**config.mk**
```make
export PLATFORM = sky130hd
export DESIGN_NAME = seq_rcv
export DESIGN_NICKNAME = d
export VERILOG_FILES = /design/src/rtl/seq_rcv.sv
export SDC_FILE = /design/constraint.sdc
export NUM_CORES = 1
export LEC_CHECK = 0
export BUFFER_PORTS_ARGS = -buffer_cell sky130_fd_sc_hd__buf_4
export CAP_MARGIN = 5
export CORE_MARGIN = 5
export CORE_UTILIZATION = 45
export CTS_CLUSTER_DIAMETER = 80
export CTS_CLUSTER_SIZE = 16
export DETAILED_ROUTE_END_ITERATION = 10
export GPL_TIMING_DRIVEN = 0
export PLACE_DENSITY = 0.71
export SYNTH_ARGS = -nofsm -noshare
export SYNTH_HDL_FRONTEND = slang
export SYNTH_SLANG_ARGS = --single-unit
```
**constraint.sdc**
```tcl
create_clock -name CLK -period 1.7 [get_ports CLK]
set_input_delay 0.51 -clock CLK [delete_from_list [all_inputs] [get_ports CLK]]
set_output_delay 0.51 -clock CLK [all_outputs]
set_load 0.01 [all_outputs]
```
**src/rtl/seq_rcv.sv**
```systemverilog
// seq_rcv: serial sequence receiver.
// Reassembles 8-slot frames (data in slots 0..WIDTH-1, LSB first, zero guard
// slots after) into WIDTH-bit words, compares each word against TARGET,
// counts matches with saturation, and declares lock after three consecutive
// matching frames.
module seq_rcv #(
  parameter int WIDTH = 6,
  parameter int FRAME = 8,
  parameter int CNT_W = 8
) (
  input  logic             CLK,
  input  logic             RST_N,
  input  logic             X,
  input  logic             SYNC,
  input  logic [WIDTH-1:0] TARGET,
  output logic [WIDTH-1:0] DATA,
  output logic             VALID,
  output logic             MATCH,
  output logic [CNT_W-1:0] MATCH_CNT,
  output logic             LOCKED,
  output logic             ERR,
  output logic [2:0]       SLOT,
  output logic [WIDTH-1:0] LEDS
);

  localparam logic [2:0]       SLOT_LAST  = 3'(WIDTH - 1);
  localparam logic [2:0]       SLOT_GUARD = 3'(WIDTH);
  localparam logic [2:0]       SLOT_END   = 3'(FRAME - 1);
  localparam logic [CNT_W-1:0] CNT_MAX    = {CNT_W{1'b1}};
  localparam logic [CNT_W-1:0] CNT_ONE    = {{(CNT_W-1){1'b0}}, 1'b1};

  typedef enum logic [1:0] {
    ST_SEARCH = 2'd0,
    ST_M1     = 2'd1,
    ST_M2     = 2'd2,
    ST_LOCKED = 2'd3
  } state_t;

  logic [2:0]       r_cnt;
  // The top data bit is never stored: it is taken straight from X at commit.
  logic [WIDTH-2:0] r_shift;
  logic [WIDTH-1:0] r_data;
  logic             r_valid;
  logic             r_match;
  logic [CNT_W-1:0] r_match_cnt;
  logic             r_locked;
  logic             r_err;
  state_t           r_state;

  logic             w_commit;
  logic             w_guard;
  logic [WIDTH-1:0] w_word;
  logic             w_match;
  state_t           w_state_nxt;
  logic [WIDTH-1:0] w_leds;

  // SYNC forces slot 0, so it suppresses a commit that would land on this edge.
  assign w_commit = !SYNC && (r_cnt == SLOT_LAST);
  assign w_guard  = !SYNC && (r_cnt >= SLOT_GUARD);
  assign w_word   = {X, r_shift};
  assign w_match  = (w_word == TARGET);

  // Slot counter: free-running modulo FRAME, realigned to slot 1 after a SYNC cycle.
  always_ff @(posedge CLK or negedge RST_N) begin
    if (!RST_N) begin
      r_cnt <= 3'd0;
    end else if (SYNC) begin
      r_cnt <= 3'd1;
    end else if (r_cnt == SLOT_END) begin
      r_cnt <= 3'd0;
    end else begin
      r_cnt <= r_cnt + 3'd1;
    end
  end

  // Shift register: SYNC restarts the word with bit 0, otherwise store X in bit [cnt].
  always_ff @(posedge CLK or negedge RST_N) begin
    if (!RST_N) begin
      r_shift <= '0;
    end else if (SYNC) begin
      r_shift <= {{(WIDTH-2){1'b0}}, X};
    end else begin
      for (int i = 0; i < WIDTH - 1; i++) begin
        if (r_cnt == 3'(i)) begin
          r_shift[i] <= X;
        end
      end
    end
  end

  // Commit stage: latch the word, match flag and saturating match count.
  always_ff @(posedge CLK or negedge RST_N) begin
    if (!RST_N) begin
      r_data      <= '0;
      r_valid     <= 1'b0;
      r_match     <= 1'b0;
      r_match_cnt <= '0;
    end else if (w_commit) begin
      r_data  <= w_word;
      r_valid <= 1'b1;
      r_match <= w_match;
      if (w_match && (r_match_cnt != CNT_MAX)) begin
        r_match_cnt <= r_match_cnt + CNT_ONE;
      end
    end else begin
      r_valid <= 1'b0;
    end
  end

  // Sticky framing error: set by a 1 in a guard slot, cleared only by SYNC.
  always_ff @(posedge CLK or negedge RST_N) begin
    if (!RST_N) begin
      r_err <= 1'b0;
    end else if (SYNC) begin
      r_err <= 1'b0;
    end else if (w_guard && X) begin
      r_err <= 1'b1;
    end
  end

  // Lock FSM state register and its registered LOCKED flag.
  always_ff @(posedge CLK or negedge RST_N) begin
    if (!RST_N) begin
      r_state  <= ST_SEARCH;
      r_locked <= 1'b0;
    end else begin
      r_state  <= w_state_nxt;
      r_locked <= (w_state_nxt == ST_LOCKED);
    end
  end

  // Lock FSM next state: advance on a matching commit, fall back on a mismatch.
  always_comb begin
    w_state_nxt = r_state;
    if (w_commit) begin
      if (w_match) begin
        case (r_state)
          ST_SEARCH: w_state_nxt = ST_M1;
          ST_M1:     w_state_nxt = ST_M2;
          ST_M2:     w_state_nxt = ST_LOCKED;
          ST_LOCKED: w_state_nxt = ST_LOCKED;
          default:   w_state_nxt = ST_SEARCH;
        endcase
      end else begin
        w_state_nxt = ST_SEARCH;
      end
    end else begin
      w_state_nxt = r_state;
    end
  end

  // Slot indicator: one-hot of the slot during data slots, dark in guard slots.
  always_comb begin
    w_leds = '0;
    for (int i = 0; i < WIDTH; i++) begin
      if (r_cnt == 3'(i)) begin
        w_leds[i] = 1'b1;
      end else begin
        w_leds[i] = 1'b0;
      end
    end
  end

  assign DATA      = r_data;
  assign VALID     = r_valid;
  assign MATCH     = r_match;
  assign MATCH_CNT = r_match_cnt;
  assign LOCKED    = r_locked;
  assign ERR       = r_err;
  assign SLOT      = r_cnt;
  assign LEDS      = w_leds;

endmodule

```
==> results of run 1 <==
==> synthesized netlist by cell type, drive strengths merged, types with 2 or more instances <==
| cell type | count |
|---|---|
| dfrtp | 28 |
| nand2 | 22 |
| nor2 | 9 |
| ha | 7 |
| xnor2 | 6 |
| xor2 | 6 |
| mux2i | 4 |
| nand3 | 4 |
| and2b | 3 |
| buf | 3 |
| inv | 3 |
| mux2 | 3 |
| nor4 | 3 |
| and2 | 2 |
| nand2b | 2 |
| nand4 | 2 |
| nor3 | 2 |
| nor4b | 2 |
| o21ai | 2 |
==> metrics by stage <==
stage / hold WS, ps / total power, uW / worst slack (ps)
5_1_grt: 64.0 / 1660 / -260
2_1_floorplan: 214 / 956 / -170
3_5_place_dp: 447 / 1130 / -296
3_3_place_gp: 444 / 1120 / -300
4_1_cts: 72.7 / 1530 / -189
6_report: 50.9 / 1580 / -208
==> flip-flops by register name (all words and copies together) (netlist names) <==
name	cells
MATCH_CNT	8
DATA	6
r_shift	5
SLOT	3
r_state	2
ERR	1
LOCKED	1
MATCH	1
VALID	1
==> area by class of cell <==
cell class	instances	share of cell area
Buffer	2	0.00478
Sequential cell	28	0.336
Inverter	4	0.0155
Multi-Input combinational cell	89	0.395
Timing Repair Buffer	52	0.212
Tap cell	33	0.0197
Clock buffer	4	0.0173
==> timing repair <==
action / in CTS / in global routing
gates cloned: 1 / 0
hold buffers: 0 / 0
pin swaps: 4 / 9
setup buffers: 7 / 11
endpoints found under the setup margin: 18 / 18
gates resized for setup: 32 / 18
==> power by group through the flow <==
| stage | logic [uW] | clock network (uW) | registers, uW |
|---|---|---|---|
| floorplan | 148 | 0 | 809 |
| global placement | 328 | 0 | 787 |
| detailed placement | 336 | 0 | 792 |
| CTS | 411 | 331 | 784 |
| global route | 495 | 363 | 799 |
| finish | 454 | 336 | 786 |
==> worst min-delay path by stage <==
stage / start / to
finish: RST_N / MATCH_CNT[3]
detailed placement: RST_N / MATCH_CNT[4]
global placement: RST_N / MATCH_CNT[5]
CTS: RST_N / MATCH_CNT[4]
global route: RST_N / MATCH_CNT[4]
floorplan: RST_N / DATA[0]
==> per-layer routing <==
metal  track usage  vias up
met2         0.301       34
li1              -      527
met1         0.181      536
met5             0        -
met4        0.0725        0
met3        0.0308        8
==> logic make-up (layout without fill, tap and decap cells) <==
kind of cell    after synthesis  after routing  share of synthesized area
xor+xnor                     12             12                     0.0761
mux                           7              7                     0.0534
simple gates                 56             57                      0.236
buf+inv                       7             62                     0.0353
flops                        28             28                      0.507
compound gates                6              6                     0.0290
fa+ha+maj                     7              7                     0.0634
==> results.json, run 1 <==
{
  "status": "complete, but fails checks",
  "failed_checks": "negative setup slack",
  "cts_tree": "built",
  "synthCells": 123,
  "start_kind": "register",
  "crit_path_top_delay_cell": "dfrtp_2",
  "synth-async-reset-ratio": 1.00,
  "seq_power_share": 0.499,
  "cp_max_fo": 4,
  "vias": 1105,
  "cts_buffers": 3,
  "crit_arrival_ps": 1400,
  "crit_buf_inv": 2,
  "cts_root_buf": "clkbuf_4",
  "antenna_left": 0,
  "path_cells": "buf_6 -> ha_4 -> ha_4 -> buf_6",
  "grt_pass1_wl_um": 5330,
  "power.share.clock": 0.213,
  "postPlaceCellArea_mm2": 0.00168,
  "synth-edff-count": 0,
  "multi_input_area_um2": 827,
  "yosys_warnings": 0,
  "final_nets": 197,
  "cts.sinks": 28,
  "fin_setup_tns_ps": -1560,
  "synth_seq_area_share": 0.507,
  "fmax_ghz": 0.524,
  "ir_worst_vdd_mv": 0.444,
  "layout-drive-gt1-share": 0.492,
  "synth_top_area_share": 0.507,
  "final_cell_mix": "buf_4 (40), dfrtp_1 (26), nand2_1 (22), buf_6 (11), nor2_1 (8)",
  "rows": 20,
  "antenna_found_initial": 0,
  "syn_area_mm2": 0.00138,
  "fin_cells": 212,
  "startpoint": "SLOT[1]",
  "post-route-drc-count": 0,
  "endpoint_kind": "output pin",
  "synth.avg_cell_area_um2": 11.2,
  "port_buffers": 34,
  "rsz0062_at_grt": "yes",
  "via_per_inst": 5.21,
  "endpoint": "LEDS[3]",
  "wl_met1_um": 1400,
  "skew_ps": 18.8,
  "drv_slew": 0,
  "grt_overflow": 0,
  "place_congestion": 0.810,
  "drtIter0Drc": 31,
  "power-per-cell-area_mw_per_mm2": 752,
  "routed_wl_um": 3450,
  "crit_family": "flip-flops",
  "ff2ff_setup_slack_ps": -130,
  "drtPass1Iterations": 4,
  "start_util": 0.460,
  "post-route-min-period_ps": 1910,
  "min_period_over_period": 1.12,
  "max_slew_margin": 0.677,
  "fp.dieH_um": 65.4,
  "netSwitchingPower_uw": 475,
  "comb_power_share": 0.288,
  "grt_max_degree": 29,
  "path_depth": 4,
  "die-area_mm2": 0.00428,
  "netlist_top_cells_area": "dfrtp_1 (51%), ha_1 (6.3%), nand2_1 (6.0%)",
  "synth_area_leader_cell": "dfrtp_1",
  "clock_latency_ps": 340,
  "swShare": 0.301,
  "max_slew.worst_pin.slew_ps": 481,
  "maxCapViolCount": 0,
  "dp_hpwl_um": 2070,
  "p_int_uw": 1100,
  "fillers": 218,
  "worst_slack_ps": -208,
  "grt_pass1_vias": 1156,
  "synthesis.nets": 140,
  "highest_layer": "met4",
  "wl_per_cell_um": 16.3,
  "cpPeakStageDelay_ps": 480,
  "synthFlopType": "dfrtp_1",
  "track_usage": 0.163,
  "core_area_mm2": 0.00300,
  "hold_viol_final": 0,
  "required_ps": 1190,
  "die_w_um": 65.4,
  "timing.rr.end": "MATCH_CNT[1]",
  "place_inst": 190,
  "synth_seq_cells": 28,
  "p_leak_uw": 0.00103,
  "clkTransAtPathRegs_ps": 170,
  "criticalPathCategory": "reg2out",
  "wl_met2_um": 1800,
  "regArea_um2": 703,
  "num_antenna_cells": 0,
  "rr_startpoint": "SLOT[1]",
  "setup_viol": 15,
  "reg2reg_depth": 8,
  "areaGrowthSynthToFinish_pct": 51.6,
  "fin_area_mm2": 0.00209,
  "final_common_cell": "buf_4",
  "cts_max_level": 1,
  "route.met3.wl_um": 154,
  "cts_buffer_depth": 2,
  "io_pins": 37,
  "hold_path_class": "in2async",
  "synth_cell_types": 38,
  "fin_util": 0.698
}
Note: power is estimated with default switching activity, not from simulation.
==> inputs of run 2 (changes only) <==
--- a/config.mk
+++ b/config.mk
@@ -9,6 +9,7 @@
 export CAP_MARGIN = 5
 export CORE_MARGIN = 5
 export CORE_UTILIZATION = 45
+export CTS_BUF_LIST = sky130_fd_sc_hd__clkbuf_16
 export CTS_CLUSTER_DIAMETER = 80
 export CTS_CLUSTER_SIZE = 16
 export DETAILED_ROUTE_END_ITERATION = 10
==> run 2 against run 1 <==
Net effect: global-route usage shrank 0.30 points; sequential share of layout area is 0.71 points lower; via count decreased by 1.1%; the run still ends with negative setup slack left.
==> results.json, run 2 (synthesized netlist as in run 1, its figures left out) <==
{
  "min_period_over_period": 1.08,
  "via_per_inst": 5.11,
  "drtIter0Drc": 33,
  "start_util": 0.460,
  "cts_buffer_depth": 2,
  "cts_buffers": 3,
  "port_buffers": 34,
  "post-route-drc-count": 0,
  "track_usage": 0.160,
  "fin_util": 0.711,
  "path_common_cell": "buf_6",
  "vias": 1093,
  "fmax_ghz": 0.547,
  "grt_overflow": 0,
  "crit_family": "flip-flops",
  "rsz0062_at_grt": "yes",
  "largest_register_ffs": 8,
  "max_slew_margin": 0.701,
  "fin_area_mm2": 0.00214,
  "post-route-min-period_ps": 1830,
  "failed_checks": "negative setup slack",
  "hold_path_class": "in2async",
  "die_w_um": 65.4,
  "path_cells": "inv_2 -> ha_4 -> and2_4 -> buf_6 -> buf_6",
  "num_antenna_cells": 0,
  "final_common_cell": "buf_4",
  "p_leak_uw": 0.00104,
  "wl_per_cell_um": 15.0,
  "fp.dieH_um": 65.4,
  "worst_slack_ps": -128,
  "p_int_uw": 1300,
  "cts_tree": "built",
  "required_ps": 1190,
  "postPlaceCellArea_mm2": 0.00168,
  "comb_power_share": 0.262,
  "netSwitchingPower_uw": 487,
  "start_kind": "register",
  "cpPeakStageDelay_ps": 420,
  "cts_root_buf": "clkbuf_16",
  "final_cell_mix": "buf_4 (42), dfrtp_1 (27), nand2_1 (22), buf_6 (12), nor2_1 (8)",
  "clkTransAtPathRegs_ps": 70,
  "setup_viol": 11,
  "max_slew.worst_pin.slew_ps": 445,
  "fin_total_pwr_uw": 1780,
  "skew_ps": 7.68,
  "crit_path_top_delay_cell": "dfrtp_1",
  "power-per-cell-area_mw_per_mm2": 835,
  "layout-drive-gt1-share": 0.497,
  "cts.sinks": 28,
  "crit_arrival_ps": 1320,
  "cp_max_fo": 3,
  "hold_viol_final": 0,
  "place_inst": 190,
  "areaGrowthSynthToFinish_pct": 54.6,
  "place_congestion": 0.810,
  "swShare": 0.273,
  "die-area_mm2": 0.00428,
  "status": "complete, but fails checks",
  "rows": 20,
  "seq_power_share": 0.438,
  "drtPass1Iterations": 4,
  "grt_pass1_wl_um": 5370,
  "maxCapViolCount": 0,
  "fin_cells": 214,
  "dp_hpwl_um": 2070,
  "power.share.clock": 0.301,
  "final_nets": 199,
  "antenna_found_initial": 0,
  "core_area_mm2": 0.00300,
  "grt_pass1_vias": 1177,
  "io_pins": 37,
  "crit_buf_inv": 3,
  "cts_max_level": 1,
  "criticalPathCategory": "reg2out",
  "ir_worst_vdd_mv": 0.442,
  "antenna_left": 0,
  "endpoint_kind": "output pin",
  "drv_slew": 0,
  "grt_max_degree": 29,
  "clock_latency_ps": 260,
  "cts-hold-fix-buffers": 0,
  "routed_wl_um": 3200
}
[run 2: layer usage]
metal	global-route usage	routed length, um	vias to the layer above	part of all wire
met4	0.0570	28	0	0.0087
li1	-	-	532	-
met1	0.187	1310	528	0.41
met5	0	0	-	0
met3	0.0325	146	4	0.046
met2	0.290	1710	29	0.54
[run 2: metrics by stage]
stage	worst slack (ps)	TNS, ps	hold WS, ps
6_report	-128	-713	155
5_1_grt	-178	-1490	184
4_1_cts	-77.4	-538	166
3_5_place_dp	-296	-1280	447
3_3_place_gp	-300	-1190	444
2_1_floorplan	-170	-405	214
[run 2: what timing repair did]
action	CTS	global route
cloned	1	0
setup endpoints to repair	17	16
endpoints found under the hold margin	0	0
resized for setup	33	17
pin swaps	5	10
buffers inserted	9	12
[run 2: final cells by class]
class	instances	area, um^2
fill	202	867
multi-input combinational	89	823
sequential	28	702
timing repair buffer	54	450
clock buffer	3	75.1
tap	33	41.3
inverter	4	30.0
buffer	2	10.0
clock inverter	1	3.75
[run 2: power by group through the flow]
| stage | clock network (uW) | registers (uW) | logic (uW) |
|---|---|---|---|
| after floorplan | 0 | 809 | 148 |
| after global placement | 0 | 787 | 328 |
| after detailed placement | 0 | 792 | 336 |
| after CTS | 539 | 782 | 427 |
| after global routing | 570 | 795 | 508 |
| final | 536 | 781 | 467 |
[run 2: final timing paths]
check                        start            to  slack, ps  cells past startpoint
hold / removal               RST_N  MATCH_CNT[4]        150                      1
min in group CLK             MATCH         MATCH        480                      2
max in group asynchronous    RST_N       SLOT[0]       1260                      1
setup / recovery           SLOT[1]       LEDS[5]       -130                      5
setup reg to reg           SLOT[1]  MATCH_CNT[1]       -110                      8
hold reg to reg              MATCH         MATCH        480                      2
